File: src/rtl/mem_arb_pkg.sv
// Shared types and constants for the fetch/data memory arbiter.
// Pure declarations: no latency or flow control of its own.
package mem_arb_pkg;
   localparam int ADDR_W = 32;
   localparam int DATA_W = 32;
   localparam int BE_W   = DATA_W / 8;

   localparam logic [DATA_W-1:0] NOP_INSTR = 32'h0000_0013;

   typedef enum logic [1:0] {
      IDLE  = 2'd0,
      DATA  = 2'd1,
      INSTR = 2'd2
   } state_e;

   typedef struct packed {
      logic              we;
      logic [BE_W-1:0]   be;
      logic [ADDR_W-1:0] addr;
      logic [DATA_W-1:0] wdata;
   } mem_req_t;
endpackage

File: src/rtl/mem_arbiter_if.sv
// Bundles the fetch, data and memory ports of the arbiter.
// slave is the arbiter's view; master is the requester/memory side.
interface mem_arbiter_if;
   import mem_arb_pkg::*;

   logic              i_req;
   logic [ADDR_W-1:0] i_addr;
   logic              i_gnt;
   logic              i_rvalid;
   logic [DATA_W-1:0] i_rdata;

   logic              d_req;
   logic              d_we;
   logic [BE_W-1:0]   d_be;
   logic [ADDR_W-1:0] d_addr;
   logic [DATA_W-1:0] d_wdata;
   logic              d_gnt;
   logic              d_rvalid;
   logic [DATA_W-1:0] d_rdata;

   logic              m_req;
   logic              m_we;
   logic [BE_W-1:0]   m_be;
   logic [ADDR_W-1:0] m_addr;
   logic [DATA_W-1:0] m_wdata;
   logic              m_ack;
   logic [DATA_W-1:0] m_rdata;

   logic              err;

   modport slave (
      input  i_req, i_addr, d_req, d_we, d_be, d_addr, d_wdata, m_ack, m_rdata,
      output i_gnt, i_rvalid, i_rdata, d_gnt, d_rvalid, d_rdata,
             m_req, m_we, m_be, m_addr, m_wdata, err
   );

   modport master (
      output i_req, i_addr, d_req, d_we, d_be, d_addr, d_wdata, m_ack, m_rdata,
      input  i_gnt, i_rvalid, i_rdata, d_gnt, d_rvalid, d_rdata,
             m_req, m_we, m_be, m_addr, m_wdata, err
   );
endinterface

File: src/rtl/mem_arbiter_fetch_fairness.sv
// Picks fetch or data: data wins unless fetch has already lost LOSS_MAX times in a row.
// Zero-latency select; the loss count updates on the grant edge; no backpressure.
module fetch_fairness #(
   parameter int LOSS_MAX = 3
) (
   input  logic clk,
   input  logic rst,
   input  logic arb_en,
   input  logic i_req,
   input  logic d_req,
   output logic i_win,
   output logic d_win
);
   localparam int LOSS_W = (LOSS_MAX < 1) ? 1 : $clog2(LOSS_MAX + 1);

   logic [LOSS_W-1:0] loss_q, loss_d;
   logic              fetch_due;

   always_comb begin
      fetch_due = (loss_q == LOSS_W'(LOSS_MAX));
      i_win     = arb_en && i_req && (!d_req || fetch_due);
      d_win     = arb_en && d_req && !(i_req && fetch_due);

      loss_d = loss_q;
      if (i_win) begin
         loss_d = '0;
      end else if (d_win && i_req) begin
         // fetch_due is false here, so the increment cannot pass LOSS_MAX
         loss_d = loss_q + LOSS_W'(1);
      end
   end

   always_ff @(posedge clk) begin
      if (!rst) begin
         loss_q <= '0;
      end else begin
         loss_q <= loss_d;
      end
   end
endmodule

File: src/rtl/mem_arbiter.sv
// Shares one single-port memory between fetch and data; data has priority with bounded fetch starvation.
// Grant to rvalid is 2 cycles minimum, TIMEOUT+1 maximum; requesters stall by holding req until gnt.
module mem_arbiter
   import mem_arb_pkg::*;
#(
   parameter int TIMEOUT  = 64,
   parameter int LOSS_MAX = 3
) (
   input  logic         clk,
   input  logic         rst,
   mem_arbiter_if.slave bus
);
   localparam int WAIT_W = $clog2(TIMEOUT + 1);

   state_e            state_q, state_d;
   mem_req_t          req_q, req_d;
   logic [WAIT_W-1:0] wait_q, wait_d;
   logic [DATA_W-1:0] i_rdata_q, i_rdata_d;
   logic [DATA_W-1:0] d_rdata_q, d_rdata_d;
   logic              i_rvalid_q, i_rvalid_d;
   logic              d_rvalid_q, d_rvalid_d;
   logic              err_q, err_d;
   logic              arb_en, i_win, d_win, timeout;

   assign arb_en  = rst && (state_q == IDLE);
   assign timeout = (wait_q == WAIT_W'(TIMEOUT - 1));

   fetch_fairness #(
      .LOSS_MAX (LOSS_MAX)
   ) u_fairness (
      .clk    (clk),
      .rst    (rst),
      .arb_en (arb_en),
      .i_req  (bus.i_req),
      .d_req  (bus.d_req),
      .i_win  (i_win),
      .d_win  (d_win)
   );

   always_comb begin
      state_d    = state_q;
      req_d      = req_q;
      wait_d     = wait_q;
      i_rdata_d  = i_rdata_q;
      d_rdata_d  = d_rdata_q;
      i_rvalid_d = 1'b0;
      d_rvalid_d = 1'b0;
      err_d      = err_q;

      case (state_q)
         IDLE: begin
            if (d_win) begin
               req_d.we    = bus.d_we;
               req_d.be    = bus.d_be;
               req_d.addr  = bus.d_addr;
               req_d.wdata = bus.d_wdata;
               wait_d      = '0;
               state_d     = DATA;
            end else if (i_win) begin
               req_d.we    = 1'b0;
               req_d.be    = '1;
               req_d.addr  = bus.i_addr;
               req_d.wdata = '0;
               wait_d      = '0;
               state_d     = INSTR;
            end
         end
         DATA, INSTR: begin
            // An ack in the final allowed cycle beats the timeout.
            if (bus.m_ack) begin
               state_d = IDLE;
               if (state_q == INSTR) begin
                  i_rvalid_d = 1'b1;
                  i_rdata_d  = bus.m_rdata;
               end else begin
                  d_rvalid_d = 1'b1;
                  if (!req_q.we) begin
                     d_rdata_d = bus.m_rdata;
                  end
               end
            end else if (timeout) begin
               state_d = IDLE;
               err_d   = 1'b1;
               if (state_q == INSTR) begin
                  i_rvalid_d = 1'b1;
                  i_rdata_d  = NOP_INSTR;
               end else begin
                  d_rvalid_d = 1'b1;
                  d_rdata_d  = '0;
               end
            end else begin
               wait_d = wait_q + WAIT_W'(1);
            end
         end
         default: state_d = IDLE;
      endcase
   end

   always_ff @(posedge clk) begin
      if (!rst) begin
         state_q    <= IDLE;
         req_q      <= '0;
         wait_q     <= '0;
         i_rdata_q  <= '0;
         d_rdata_q  <= '0;
         i_rvalid_q <= 1'b0;
         d_rvalid_q <= 1'b0;
         err_q      <= 1'b0;
      end else begin
         state_q    <= state_d;
         req_q      <= req_d;
         wait_q     <= wait_d;
         i_rdata_q  <= i_rdata_d;
         d_rdata_q  <= d_rdata_d;
         i_rvalid_q <= i_rvalid_d;
         d_rvalid_q <= d_rvalid_d;
         err_q      <= err_d;
      end
   end

   assign bus.i_gnt    = i_win;
   assign bus.d_gnt    = d_win;
   assign bus.i_rvalid = i_rvalid_q;
   assign bus.i_rdata  = i_rdata_q;
   assign bus.d_rvalid = d_rvalid_q;
   assign bus.d_rdata  = d_rdata_q;
   assign bus.m_req    = (state_q != IDLE);
   assign bus.m_we     = req_q.we;
   assign bus.m_be     = req_q.be;
   assign bus.m_addr   = req_q.addr;
   assign bus.m_wdata  = req_q.wdata;
   assign bus.err      = err_q;
endmodule

File: src/flat_wrapper.sv
// flat-port wrapper written by rule: the top's interface ports become plain ports
module mem_arbiter_flat import mem_arb_pkg::*;
#(
   parameter int TIMEOUT  = 64,
   parameter int LOSS_MAX = 3
)
  (clk, rst, bus_i_req, bus_i_addr, bus_d_req, bus_d_we, bus_d_be, bus_d_addr, bus_d_wdata, bus_m_ack, bus_m_rdata, bus_i_gnt, bus_i_rvalid, bus_i_rdata, bus_d_gnt, bus_d_rvalid, bus_d_rdata, bus_m_req, bus_m_we, bus_m_be, bus_m_addr, bus_m_wdata, bus_err);
  mem_arbiter_if bus_i ();
  input  logic clk;
  input  logic rst;
  input wire logic [$bits(bus_i.i_req)-1:0] bus_i_req;
  input wire logic [$bits(bus_i.i_addr)-1:0] bus_i_addr;
  input wire logic [$bits(bus_i.d_req)-1:0] bus_d_req;
  input wire logic [$bits(bus_i.d_we)-1:0] bus_d_we;
  input wire logic [$bits(bus_i.d_be)-1:0] bus_d_be;
  input wire logic [$bits(bus_i.d_addr)-1:0] bus_d_addr;
  input wire logic [$bits(bus_i.d_wdata)-1:0] bus_d_wdata;
  input wire logic [$bits(bus_i.m_ack)-1:0] bus_m_ack;
  input wire logic [$bits(bus_i.m_rdata)-1:0] bus_m_rdata;
  output wire logic [$bits(bus_i.i_gnt)-1:0] bus_i_gnt;
  output wire logic [$bits(bus_i.i_rvalid)-1:0] bus_i_rvalid;
  output wire logic [$bits(bus_i.i_rdata)-1:0] bus_i_rdata;
  output wire logic [$bits(bus_i.d_gnt)-1:0] bus_d_gnt;
  output wire logic [$bits(bus_i.d_rvalid)-1:0] bus_d_rvalid;
  output wire logic [$bits(bus_i.d_rdata)-1:0] bus_d_rdata;
  output wire logic [$bits(bus_i.m_req)-1:0] bus_m_req;
  output wire logic [$bits(bus_i.m_we)-1:0] bus_m_we;
  output wire logic [$bits(bus_i.m_be)-1:0] bus_m_be;
  output wire logic [$bits(bus_i.m_addr)-1:0] bus_m_addr;
  output wire logic [$bits(bus_i.m_wdata)-1:0] bus_m_wdata;
  output wire logic [$bits(bus_i.err)-1:0] bus_err;
  assign bus_i.i_req = bus_i_req;
  assign bus_i.i_addr = bus_i_addr;
  assign bus_i.d_req = bus_d_req;
  assign bus_i.d_we = bus_d_we;
  assign bus_i.d_be = bus_d_be;
  assign bus_i.d_addr = bus_d_addr;
  assign bus_i.d_wdata = bus_d_wdata;
  assign bus_i.m_ack = bus_m_ack;
  assign bus_i.m_rdata = bus_m_rdata;
  assign bus_i_gnt = bus_i.i_gnt;
  assign bus_i_rvalid = bus_i.i_rvalid;
  assign bus_i_rdata = bus_i.i_rdata;
  assign bus_d_gnt = bus_i.d_gnt;
  assign bus_d_rvalid = bus_i.d_rvalid;
  assign bus_d_rdata = bus_i.d_rdata;
  assign bus_m_req = bus_i.m_req;
  assign bus_m_we = bus_i.m_we;
  assign bus_m_be = bus_i.m_be;
  assign bus_m_addr = bus_i.m_addr;
  assign bus_m_wdata = bus_i.m_wdata;
  assign bus_err = bus_i.err;
  mem_arbiter #(.TIMEOUT(TIMEOUT), .LOSS_MAX(LOSS_MAX)) u_core (.clk(clk), .rst(rst), .bus(bus_i));
endmodule
File: config.mk
export PLATFORM = sky130hd
export DESIGN_NAME = mem_arbiter_flat
export DESIGN_NICKNAME = d
export VERILOG_FILES = /design/src/rtl/mem_arb_pkg.sv /design/src/rtl/mem_arbiter_if.sv /design/src/rtl/mem_arbiter_fetch_fairness.sv /design/src/rtl/mem_arbiter.sv /design/src/flat_wrapper.sv
export SDC_FILE = /design/constraint.sdc
export NUM_CORES = 1
export LEC_CHECK = 0
export CAP_MARGIN = 0
export CORE_MARGIN = 3
export CORE_UTILIZATION = 39
export DETAILED_ROUTE_END_ITERATION = 12
export GPL_ROUTABILITY_DRIVEN = 0
export PLACE_DENSITY = 0.79
export SLEW_MARGIN = 25
export SYNTH_ARGS = -nofsm -noshare
export SYNTH_HDL_FRONTEND = slang
export SYNTH_SLANG_ARGS = --single-unit
File: constraint.sdc
create_clock -name clk -period 2.4 [get_ports clk]
set_input_delay 0.6 -clock clk [delete_from_list [all_inputs] [get_ports clk]]
set_output_delay 0.6 -clock clk [all_outputs]
set_load 0.01 [all_outputs]
# Yosys cells after proc, flatten, opt, wreduce, memory -nomap -nowiden
# Cells that the tools add are included.
# totals
word_cells,77
out_inout_bits,139
reg_bits,147
# op_classes
reduce_logical,24
bitwise_logic,3
n_addsub,2
mux,27
n_eq_ne,9
# ops
cell,n
$mux W32,9
$mux W69,2
$mux W7,4
$pmux W7 S2,1
$mux W2,4
$reduce_and A4 Y1,2
$reduce_bool A2 Y1,4
$add A7 B1 Y7 const B,1
$eq A7 B6 Y1 const B,1
$logic_and A1 B1 Y1,7
$mux W1,6
$ne A2 B2 Y1 const B,3
$reduce_and A2 Y1,3
$reduce_and A3 Y1,2
$eq A2 B2 Y1 const B,2
$pmux W2 S2,1
$reduce_or A2 Y1,2
$ne A3 B2 Y1 const B,1
$ne A3 B3 Y1 const B,1
$not A1 Y1,3
$add A2 B1 Y2 const B,1
$eq A2 B1 Y1 const B,1
$logic_not A1 Y1,2
$logic_not A2 Y1,1
$logic_or A1 B1 Y1,1

# Longest topological paths before layout
# logic_depth
word_depth,7
depth_mapped,10

# By module
# A second synthesis with hierarchy kept.
# hier_totals
hier_cells,582
hier_area_um2,5957.0
# modules_own_cells
mod,area_each_um2,seq_area_each_um2,instances,cells_per_inst
mem_arbiter,5839.4,2902.8,1,568
fetch_fairness,117.6,40.0,1,14

# Least setup slack after synthesis
# No wires, ideal clock.
# synth_path
kind,input port to output port
from,input rst
to,output bus_d_gnt
arrival_ps,1426
n_path_buf,3
path_stages,6
path_slack_ps,374
cell_sequence,buf_2 > nand3_1 > a21o_1 > inv_2 > buf_2 > buf_2
# synth_via
elab_chain_len,3
# synth_lines
item,line_no,source
"start, declared",flat_wrapper.sv:10,input logic rst;
$logic_and A1 B1 Y1,mem_arbiter.sv:25,assign arb_en = rst && (state_q == IDLE);
$logic_and A1 B1 Y1 (2 in series),mem_arbiter_fetch_fairness.sv:22,d_win = arb_en && d_req && !(i_req && fetch_due);
"end, declared",flat_wrapper.sv:23,output wire logic [$bits(bus_i.d_gnt)-1:0] bus_d_gnt;
# Every way passes these cells.

# Worst setup path after layout
# layout_path
from,input bus_d_req
to,output bus_d_gnt
# layout_via
elab_chain_len,2
# layout_lines
item,line_no,source
"start, declared",flat_wrapper.sv:13,input wire logic [$bits(bus_i.d_req)-1:0] bus_d_req;
$logic_and A1 B1 Y1 (2 in series),mem_arbiter_fetch_fairness.sv:22,
# Every way passes these cells.

==> reports/metrics.yaml <==
outcome:
  outcome: "finished, final reports clean"
power_and_ir_drop:
  combPwrFrac: 0.234
  intPower_uw: 5260
  p_clk_frac: 0.374
  power_switching_uw: 1960
  leakage_uw: 0.00341
  power-per-cell-area_nw_per_um2: 809
  vdd_drop_max_uv: 591
  seqPwrFrac: 0.391
  p_sw_frac: 0.271
timing:
  rsz0062_at_grt: "no"
  period_share: 0.950
  drv_slew: 0
  max_freq_ghz: 0.439
  tightest_slew_ns: 0.642
  clock_skew_ns: 0.00904
  hold_viol: 0
  whs_ns: 0.434
  period_minus_slack_ns: 2.28
  setup_viol: 0
  max-slew-margin-rel: 0.572
yosys:
  synth_cells: 545
  ys.flop_type: "dfxtp_1"
  yosysTopAreaCell: "dfxtp_1"
  ys_top_cells_by_area: "dfxtp_1, a22o_1, nand2_1"
  syn_nets: 687
  synth_area_per_cell_sq_um: 9.75
  synth_seq_cells: 147
  yosysTopAreaCellShare: 0.554
  synth-edff-count: 0
  yosysWarnings: 0
  synth_cell_types: 45
  ys_seq_area_frac: 0.554
  async_flop_share: 0
  syn_area_sq_um: 5310
critical_path:
  cp_num_buf_inv: 3
  cp_max_fo: 2
  ff2ff_path_depth: 8
  slowest_stage: "clkdlybuf4s50_1"
  rrSetupSlack_ns: 0.40
  startpoint_type: "primary input"
  timing.rr.end: "u_core.bus.m_addr[0]$_SDFFE_PN0P_"
  worstPathCellList: "clkdlybuf4s50_1 -> nand3_1 -> a21o_1 -> inv_2 -> dlygate4sd2_1"
  arrival_ns: 1.68
  crit_family: "buffers and inverters"
  critical_path_class: "primary input to output port"
  crit_required_ns: 1.80
  critPathMaxStageDelay_ns: 0.47
  worst_r2r_startpoint: "u_core.state_q[0]$_SDFFE_PN0P_"
  crit_path_end_kind: "output port"
routing:
  drc: 0
  finalWirelength_um: 16500
  drtPass1Iterations: 5
  drtAntennaViolNets: 0
  drt_iter0_markers: 279
  routedWlPerCell_um: 16.5
  avgViaCountPerCell: 5.27
  vias: 5285
global_routing:
  grt_pass1_wl_um: 25600
  grt_overflow: 0
  grt_max_degree: 67
  antenna_found_initial: 0
  grt_pass1_vias: 5132
  track_usage: 0.215
layout:
  drive_gt1_frac: 0.0846
  antenna_cells: 0
  areaGrowthSynthToFinish_pct: 67.8
  fin_nets: 956
  stdcell_area_sq_um: 8920
clock_network:
  path_clk_slew_ns: 0.06
  insertion_delay_ns: 0.41
  root_buffer: "clkbuf_16"
  cts_buffers: 17
  cts_buffer_depth: 2
  clkSinkCount: 147
  htree_levels: 4
  cts_tree: "built"
  post_cts_buffers: 0
  hold_buffers: 0
min_path:
  min_delay_worst_endpoint: "u_core.wait_q[6]$_SDFFE_PN0P_"
  min_from: "u_core.wait_q[6]$_SDFFE_PN0P_"
  min_delay_path_depth: 2
  hp-class: "flip-flop to flip-flop"
floorplanning:
  die_y_um: 123
  fp.dieArea_sq_um: 15100
  num_io_pins: 277
  rows: 42
  die_w_um: 123
  start_util: 0.400
  core-area_sq_um: 13300
placement:
  place_hpwl_um: 11700
  place_area_sq_um: 8310
  port_buffers: 276
flow_run:
  drv_cap: 0
==> Yosys cell counts, drive strengths merged, types with 2 or more instances <==
library cell	count
a22o	61
nor2	38
nand2b	3
nor3b	3
a21o	4
o21ai	34
and3	3
inv	7
a31oi	34
a2111oi	2
ha	4
dfxtp	147
nor2b	2
buf	19
a21oi	11
clkbuf	30
nor3	2
nand2	75
nand4	3
nand3	5
o221a	7
a22oi	33
o211ai	3
==> registers in the layout, indices dropped and copies added, names as in the netlist <==
name                      cells
u_core.bus.d_rdata           32
u_core.bus.i_rdata           32
u_core.bus.m_addr            32
u_core.bus.m_wdata           32
u_core.wait_q                 7
u_core.bus.m_be               4
u_core.state_q                2
u_core.u_fairness.loss_q      2
u_core.bus.d_rvalid           1
u_core.bus.err                1
u_core.bus.i_rvalid           1
u_core.bus.m_we               1
==> power by group through the flow <==
| stage | Combinational, uW | Clock (uW) | Sequential, uW |
|---|---|---|---|
| after floorplan | 645 | 0 | 2960 |
| after global placement | 1670 | 0 | 2860 |
| after detailed placement | 1690 | 0 | 2870 |
| after CTS | 1700 | 2770 | 2820 |
| after global routing | 1820 | 2870 | 2850 |
| final | 1690 | 2700 | 2820 |
==> tightest hold or removal path, stage by stage (launching register included) <==
cell and delay, ns:
dfxtp_1 0.31, nand2_1 0.05, nor2_1 0.03
==> stage by stage <==
step	instances	util	worst slack [ns]	total power (uW)	setup TNS [ns]
floorplan	545	-	0.374	3610	0
global placement	971	0.625	-0.217	4520	-2.82
detailed placement	971	0.625	-0.225	4560	-4.31
CTS	1003	0.670	0.0600	7290	0
global route	1003	0.671	0.0372	7540	0
finish	1003	0.671	0.121	7220	0
==> logic make-up after synthesis <==
group | Yosys count | synth area share
mux | 2 | 0.00400
flops | 147 | 0.554
buf+inv | 56 | 0.0483
compound gates | 196 | 0.271
xor+xnor | 1 | 0.00165
fa+ha+maj | 4 | 0.00942
simple gates | 139 | 0.111
==> worst max-delay path by stage <==
stage / start / to / slack, ns / cells past startpoint
2_1_floorplan: rst / bus_d_gnt / 0.37 / 6
3_3_place_gp: rst / bus_d_gnt / -0.22 / 5
4_1_cts: rst / bus_d_gnt / 0.06 / 5
3_5_place_dp: rst / u_core.wait_q[2]$_SDFFE_PN0P_ / -0.22 / 6
6_report: bus_d_req / bus_d_gnt / 0.12 / 5
5_1_grt: u_core.state_q[0]$_SDFFE_PN0P_ / bus_d_gnt / 0.04 / 6
==> routing by layer <==
layer | global-route usage | vias to the layer above | share of wire
met2 | 0.351 | 250 | 0.49
met5 | 0 | - | 0
met3 | 0.0899 | 19 | 0.099
met4 | 0.0749 | 0 | 0.019
li1 | - | 2534 | -
met1 | 0.254 | 2482 | 0.40
==> placed cells by master, fill, tap and decap left out, types with 6 or more instances in the layout <==
| cell | instances |
|---|---|
| o21ai_0 | 34 |
| clkbuf_16 | 17 |
| a22oi_1 | 33 |
| a22o_1 | 61 |
| a21oi_1 | 10 |
| o221a_2 | 7 |
| inv_1 | 6 |
| a31oi_1 | 33 |
| nand2_1 | 75 |
| clkdlybuf4s50_1 | 272 |
| dfxtp_1 | 147 |
| nor2_1 | 37 |
| buf_4 | 18 |
==> final cells by class <==
cell class / count / area [sq um]
fill: 1002 / 4380
timing repair buffer: 299 / 3000
sequential: 147 / 2940
multi-input combinational: 342 / 2120
clock buffer: 19 / 433
tap: 176 / 220
clock inverter: 13 / 174
inverter: 7 / 26.3
==> repair_timing <==
item | CTS | global route
gates resized for setup | 3 | 1
gates cloned | 0 | 0
endpoints found under the setup margin | 3 | 1
(Power assumes the default switching activity.)
